$ cat config.mk
export PLATFORM = sky130hd
export DESIGN_NAME = reg_bank_flat
export DESIGN_NICKNAME = d
export VERILOG_FILES = /design/src/rtl/cpu_pkg.sv /design/src/rtl/reg_bank_if.sv /design/src/rtl/reg_scoreboard.sv /design/src/rtl/reg_bank.sv /design/src/flat_wrapper.sv
export SDC_FILE = /design/constraint.sdc
export NUM_CORES = 1
export LEC_CHECK = 0
export ABC_AREA = 1
export CORE_ASPECT_RATIO = 0.7
export CORE_MARGIN = 8
export CORE_UTILIZATION = 44
export DETAILED_ROUTE_END_ITERATION = 10
export GPL_TIMING_DRIVEN = 0
export PLACE_DENSITY = 0.75
export REMOVE_ABC_BUFFERS = 1
export SLEW_MARGIN = 20
export SYNTH_ARGS = -nofsm -noshare
export SYNTH_HDL_FRONTEND = slang
export SYNTH_SLANG_ARGS = --single-unit
$ cat constraint.sdc
create_clock -name clk -period 3.3 [get_ports clk]
set_input_delay 0.495 -clock clk [delete_from_list [all_inputs] [get_ports clk]]
set_output_delay 0.495 -clock clk [all_outputs]
set_load 0.02 [all_outputs]
$ cat src/rtl/cpu_pkg.sv
// Shared CPU constants and types: register width, register count and the
// register-address type used by the register bank and its scoreboard.
package cpu_pkg;
  localparam int DATA_W = 32;
  localparam int NREGS  = 16;
  localparam int REG_AW = 4;

  typedef logic [REG_AW-1:0] reg_addr_t;

  function automatic logic [NREGS-1:0] reg_onehot(input reg_addr_t a);
    logic [NREGS-1:0] v;
    v    = '0;
    v[a] = 1'b1;
    return v;
  endfunction
endpackage

$ cat src/rtl/reg_bank_if.sv
// Write, reserve and source-check bus into the register bank.
interface reg_bank_if;
  import cpu_pkg::*;

  logic              wr_en;
  reg_addr_t         wr_addr;
  logic [DATA_W-1:0] wr_data;
  logic              rsv_en;
  reg_addr_t         rsv_addr;
  logic              chk_a_en;
  logic              chk_b_en;
  reg_addr_t         chk_a;
  reg_addr_t         chk_b;

  modport master (
    output wr_en, wr_addr, wr_data, rsv_en, rsv_addr,
    output chk_a_en, chk_b_en, chk_a, chk_b
  );
  modport slave (
    input wr_en, wr_addr, wr_data, rsv_en, rsv_addr,
    input chk_a_en, chk_b_en, chk_a, chk_b
  );
endinterface

$ cat src/rtl/reg_scoreboard.sv
// Busy scoreboard: one bit per register, set by reserve, cleared by write,
// and the decode-stage stall derived from it.
module reg_scoreboard
  import cpu_pkg::*;
(
  input  logic             clk,
  input  logic             rst,
  input  logic             wr_en,
  input  reg_addr_t        wr_addr,
  input  logic             rsv_en,
  input  reg_addr_t        rsv_addr,
  input  logic             chk_a_en,
  input  logic             chk_b_en,
  input  reg_addr_t        chk_a,
  input  reg_addr_t        chk_b,
  output logic [NREGS-1:0] busy,
  output logic             stall
);
  logic [NREGS-1:0] busy_q, busy_d, clr_vec, set_vec;

  // Set wins over clear: a new producer supersedes the one whose result lands now.
  always_comb begin
    clr_vec = '0;
    set_vec = '0;
    if (wr_en)  clr_vec = reg_onehot(wr_addr);
    if (rsv_en) set_vec = reg_onehot(rsv_addr);
    busy_d = (busy_q & ~clr_vec) | set_vec;
  end

  always_ff @(posedge clk) begin
    if (rst) busy_q <= '0;
    else     busy_q <= busy_d;
  end

  // Only the registered busy vector feeds stall; no same-cycle write bypass.
  assign stall = (chk_a_en & busy_q[chk_a]) | (chk_b_en & busy_q[chk_b]);
  assign busy  = busy_q;
endmodule

$ cat src/rtl/reg_bank.sv
// Sixteen-entry general-purpose register bank with one write port; every
// register is exposed directly to the downstream read muxes.
module reg_bank
  import cpu_pkg::*;
(
  input  logic              clk,
  input  logic              rst,
  reg_bank_if.slave         bus,
  output logic [DATA_W-1:0] r0,
  output logic [DATA_W-1:0] r1,
  output logic [DATA_W-1:0] r2,
  output logic [DATA_W-1:0] r3,
  output logic [DATA_W-1:0] r4,
  output logic [DATA_W-1:0] r5,
  output logic [DATA_W-1:0] r6,
  output logic [DATA_W-1:0] r7,
  output logic [DATA_W-1:0] r8,
  output logic [DATA_W-1:0] r9,
  output logic [DATA_W-1:0] r10,
  output logic [DATA_W-1:0] r11,
  output logic [DATA_W-1:0] r12,
  output logic [DATA_W-1:0] r13,
  output logic [DATA_W-1:0] r14,
  output logic [DATA_W-1:0] r15,
  output logic [NREGS-1:0]  busy,
  output logic              stall
);
  logic [NREGS-1:0][DATA_W-1:0] regs;
  logic [NREGS-1:0]             wr_sel;

  always_comb begin
    wr_sel = '0;
    if (bus.wr_en) wr_sel = reg_onehot(bus.wr_addr);
  end

  always_ff @(posedge clk) begin
    if (rst) begin
      regs <= '0;
    end else begin
      for (int i = 0; i < NREGS; i++)
        if (wr_sel[i]) regs[i] <= bus.wr_data;
    end
  end

  reg_scoreboard u_sb (
    .clk      (clk),
    .rst      (rst),
    .wr_en    (bus.wr_en),
    .wr_addr  (bus.wr_addr),
    .rsv_en   (bus.rsv_en),
    .rsv_addr (bus.rsv_addr),
    .chk_a_en (bus.chk_a_en),
    .chk_b_en (bus.chk_b_en),
    .chk_a    (bus.chk_a),
    .chk_b    (bus.chk_b),
    .busy     (busy),
    .stall    (stall)
  );

  assign r0  = regs[0];
  assign r1  = regs[1];
  assign r2  = regs[2];
  assign r3  = regs[3];
  assign r4  = regs[4];
  assign r5  = regs[5];
  assign r6  = regs[6];
  assign r7  = regs[7];
  assign r8  = regs[8];
  assign r9  = regs[9];
  assign r10 = regs[10];
  assign r11 = regs[11];
  assign r12 = regs[12];
  assign r13 = regs[13];
  assign r14 = regs[14];
  assign r15 = regs[15];
endmodule
$ cat src/flat_wrapper.sv
// flat-port wrapper written by rule: the top's interface ports become plain ports
module reg_bank_flat import cpu_pkg::*;
  (clk, rst, r0, r1, r2, r3, r4, r5, r6, r7, r8, r9, r10, r11, r12, r13, r14, r15, busy, stall, bus_wr_en, bus_wr_addr, bus_wr_data, bus_rsv_en, bus_rsv_addr, bus_chk_a_en, bus_chk_b_en, bus_chk_a, bus_chk_b);
  reg_bank_if bus_i ();
  input  logic clk;
  input  logic rst;
  output logic [DATA_W-1:0] r0;
  output logic [DATA_W-1:0] r1;
  output logic [DATA_W-1:0] r2;
  output logic [DATA_W-1:0] r3;
  output logic [DATA_W-1:0] r4;
  output logic [DATA_W-1:0] r5;
  output logic [DATA_W-1:0] r6;
  output logic [DATA_W-1:0] r7;
  output logic [DATA_W-1:0] r8;
  output logic [DATA_W-1:0] r9;
  output logic [DATA_W-1:0] r10;
  output logic [DATA_W-1:0] r11;
  output logic [DATA_W-1:0] r12;
  output logic [DATA_W-1:0] r13;
  output logic [DATA_W-1:0] r14;
  output logic [DATA_W-1:0] r15;
  output logic [NREGS-1:0] busy;
  output logic stall;
  input wire logic [$bits(bus_i.wr_en)-1:0] bus_wr_en;
  input wire logic [$bits(bus_i.wr_addr)-1:0] bus_wr_addr;
  input wire logic [$bits(bus_i.wr_data)-1:0] bus_wr_data;
  input wire logic [$bits(bus_i.rsv_en)-1:0] bus_rsv_en;
  input wire logic [$bits(bus_i.rsv_addr)-1:0] bus_rsv_addr;
  input wire logic [$bits(bus_i.chk_a_en)-1:0] bus_chk_a_en;
  input wire logic [$bits(bus_i.chk_b_en)-1:0] bus_chk_b_en;
  input wire logic [$bits(bus_i.chk_a)-1:0] bus_chk_a;
  input wire logic [$bits(bus_i.chk_b)-1:0] bus_chk_b;
  assign bus_i.wr_en = bus_wr_en;
  assign bus_i.wr_addr = bus_wr_addr;
  assign bus_i.wr_data = bus_wr_data;
  assign bus_i.rsv_en = bus_rsv_en;
  assign bus_i.rsv_addr = bus_rsv_addr;
  assign bus_i.chk_a_en = bus_chk_a_en;
  assign bus_i.chk_b_en = bus_chk_b_en;
  assign bus_i.chk_a = bus_chk_a;
  assign bus_i.chk_b = bus_chk_b;
  reg_bank u_core (.clk(clk), .rst(rst), .bus(bus_i), .r0(r0), .r1(r1), .r2(r2), .r3(r3), .r4(r4), .r5(r5), .r6(r6), .r7(r7), .r8(r8), .r9(r9), .r10(r10), .r11(r11), .r12(r12), .r13(r13), .r14(r14), .r15(r15), .busy(busy), .stall(stall));
endmodule
==> flow_summary.json <==
{
  "outcome": "complete, no violations",
  "drt_iter0_markers": 2215,
  "die_h_um": 190,
  "clk_pin_slew_ns": 0.06,
  "critPathRequiredTime_ns": 2.80,
  "peakVddDrop_uv": 408,
  "drc": 0,
  "clock_latency_ns": 0.56,
  "worst-setup-path-type": "input port to primary output",
  "postSynth.asyncResetShare_pct": 0,
  "power.density_mw_per_mm2": 510,
  "grt_antenna_before_repair": 7,
  "reg2reg_slack_ns": 2.56,
  "synth-warning-count": 0,
  "clock_skew_ns": 0,
  "use_met3_pct": 10.3,
  "crit_slowest_cell": "clkdlybuf4s50_1",
  "ys_seq_elements": 528,
  "gr-total-overflow": 0,
  "fill_cells": 3606,
  "initial_core_util_pct": 44.6,
  "grt_pass1_vias": 18000,
  "nNetsFinal": 2966,
  "wl_per_cell_um": 23.2,
  "post-route-period-util_pct": 94.5,
  "path_delay_family": "buffers and inverters",
  "hold_slack_ns": 0.288,
  "met1_usage_pct": 37.8,
  "grt_pass1_wl_um": 117000,
  "p_leak_nw": 8.78,
  "totalWireLength_um": 81200,
  "tightest_slew_ns": 1.19,
  "hpwl_um": 53200,
  "synth-main-ff-cell": "dfxtp_1",
  "cap_violations": 0,
  "startpoint_type": "input port",
  "timing.slew.headroom_pct": 20.4,
  "syn_to_final_growth_pct": 39.1,
  "rsz0062_at_grt": "no",
  "grt_use_total_pct": 30.3,
  "yosys.area.top_type": "dfxtp_1",
  "busiest_layer": "met2",
  "place_congestion": 0.873,
  "drive_gt1_share_pct": 5.36,
  "dr.pass1.iters": 6,
  "synth_top_area_share_pct": 55.8,
  "grt_max_degree": 133,
  "finalHoldViolations": 0,
  "setup_viol": 0,
  "vias": 19100,
  "synthCells": 2497,
  "synth_most_common_cell": "nand2_1",
  "synth_edf_count": 0,
  "crit_chain": "clkdlybuf4s50_1 > inv_1 > nand2_1 > nand3_1 > nand2_1 > nand2_1 > nand3_1 > nand3_1 > nand2_1 > clkdlybuf4s50_1",
  "max_stage_delay_ns": 0.66,
  "worst_slack_ns": 0.181,
  "clkSinkCount": 528,
  "cts_root_buf": "clkbuf_16",
  "cts_buffers": 51,
  "yosys-top-cells-area": "dfxtp_1, nand2_1, a21oi_1",
  "critPathMaxFanout": 9,
  "cpMostUsedCell": "nand2_1",
  "syn_avg_cell_area_um2": 7.58,
  "die_width_um": 264,
  "cp_num_buf_inv": 3,
  "yosysSeqAreaShare_pct": 55.8,
  "synth_common_cells": "nand2_1, a21oi_1, dfxtp_1, clkbuf_1, buf_2",
  "vias_per_cell": 5.46,
  "synth_area_mm2": 0.0189,
  "rows": 63,
  "post_cts_resized": 0,
  "final_antenna_net_count": 0,
  "ys_types": 17,
  "period_minus_slack_ns": 3.12,
  "postCtsSetupRepairBufs": 0,
  "pin_count": 583,
  "drv_slew": 0,
  "end_kind": "primary output",
  "numPortBuffers": 582,
  "arrival_ns": 2.62,
  "grtUsageMet2_pct": 48.4,
  "htree_levels": 2,
  "min_path_type": "input port to flip-flop",
  "cts.path.max_buffers": 3,
  "die_area_mm2": 0.0500,
  "cts_tree": "done",
  "final_util_pct": 62.1,
  "holdBufCountCts": 0,
  "fmax_ghz": 0.321,
  "place_ws_ns": -0.512,
  "core_mm2": 0.0424
}
worst register-to-register path, cell delays in order (launching register included):
cell     delay [ns]
dfxtp_1        0.40
nand2_1        0.07
a21oi_1        0.19
cell usage in the layout (no fill, tap or decap), types with 2 or more instances in the layout:
cell	n
a21oi_1	528
nand3_1	29
inv_2	16
nand2_1	1069
dfxtp_1	528
clkinvlp_4	2
clkbuf_1	10
bufinv_16	3
inv_6	2
clkbuf_8	13
inv_1	33
nor3_1	2
buf_16	8
nand2_2	3
nor2_4	10
nand4_1	32
diode_2	3
clkinv_2	7
clkbuf_16	53
clkdlybuf4s50_1	551
nor2_1	7
nand3_2	6
buf_2	30
metrics by stage:
stage	instances	instance area, um^2	power (mW)	setup TNS, ns
after floorplan	2268	18000	6.94	0
after global placement	3402	24500	7.61	-5724.71
after detailed placement	3411	24600	7.60	-59.43
after CTS	3500	26300	13.5	0
after global routing	3502	26300	13.8	0
final	3503	26300	13.4	0
worst paths after layout:
check	end	cells after the start	from
max	stall	10	bus_chk_b[0]
min	u_core.r13[6]	2	rst
max reg2reg	u_core.r2[6]	2	u_core.r2[6]
min reg2reg	u_core.r11[6]	2	u_core.r11[6]
layout make-up:
| type | instances | area (um^2) | share of cell area [%] |
|---|---|---|---|
| Tap cell | 552 | 691 | 2.62 |
| Multi-Input combinational cell | 1689 | 7260 | 27.6 |
| Timing Repair Buffer | 591 | 5920 | 22.5 |
| Clock inverter | 13 | 156 | 0.594 |
| Antenna cell | 3 | 7.51 | 0.0285 |
| Sequential cell | 528 | 10600 | 40.1 |
| Inverter | 51 | 194 | 0.736 |
| Clock buffer | 76 | 1540 | 5.86 |
routing by layer:
| layer | vias up | routed length [um] | share of wire [%] |
|---|---|---|---|
| met2 | 1014 | 36000 | 44 |
| met4 | 8 | 3480 | 4.3 |
| met3 | 198 | 9800 | 12 |
| met1 | 9118 | 31800 | 39 |
| li1 | 8773 | - | - |
| met5 | - | 55 | 0.068 |
where the power goes:
part / internal (mW) / switching, mW / leakage [nW]
Sequential: 6.46 / 0.0481 / 4.26
Combinational: 0.278 / 0.696 / 3.68
Clock: 3.46 / 2.50 / 0.834
cell families (layout without fill, tap and decap cells):
logic type,Yosys count,in the layout,share of synthesized area [%]
AO/OA/AOI/OAI,528,528,14.0
flip-flops,528,528,55.8
other,0,3,0
AND/OR/NAND/NOR,1161,1161,24.2
buffers and inverters,280,731,6.01
No activity file was read; power rests on OpenSTA's default activity.
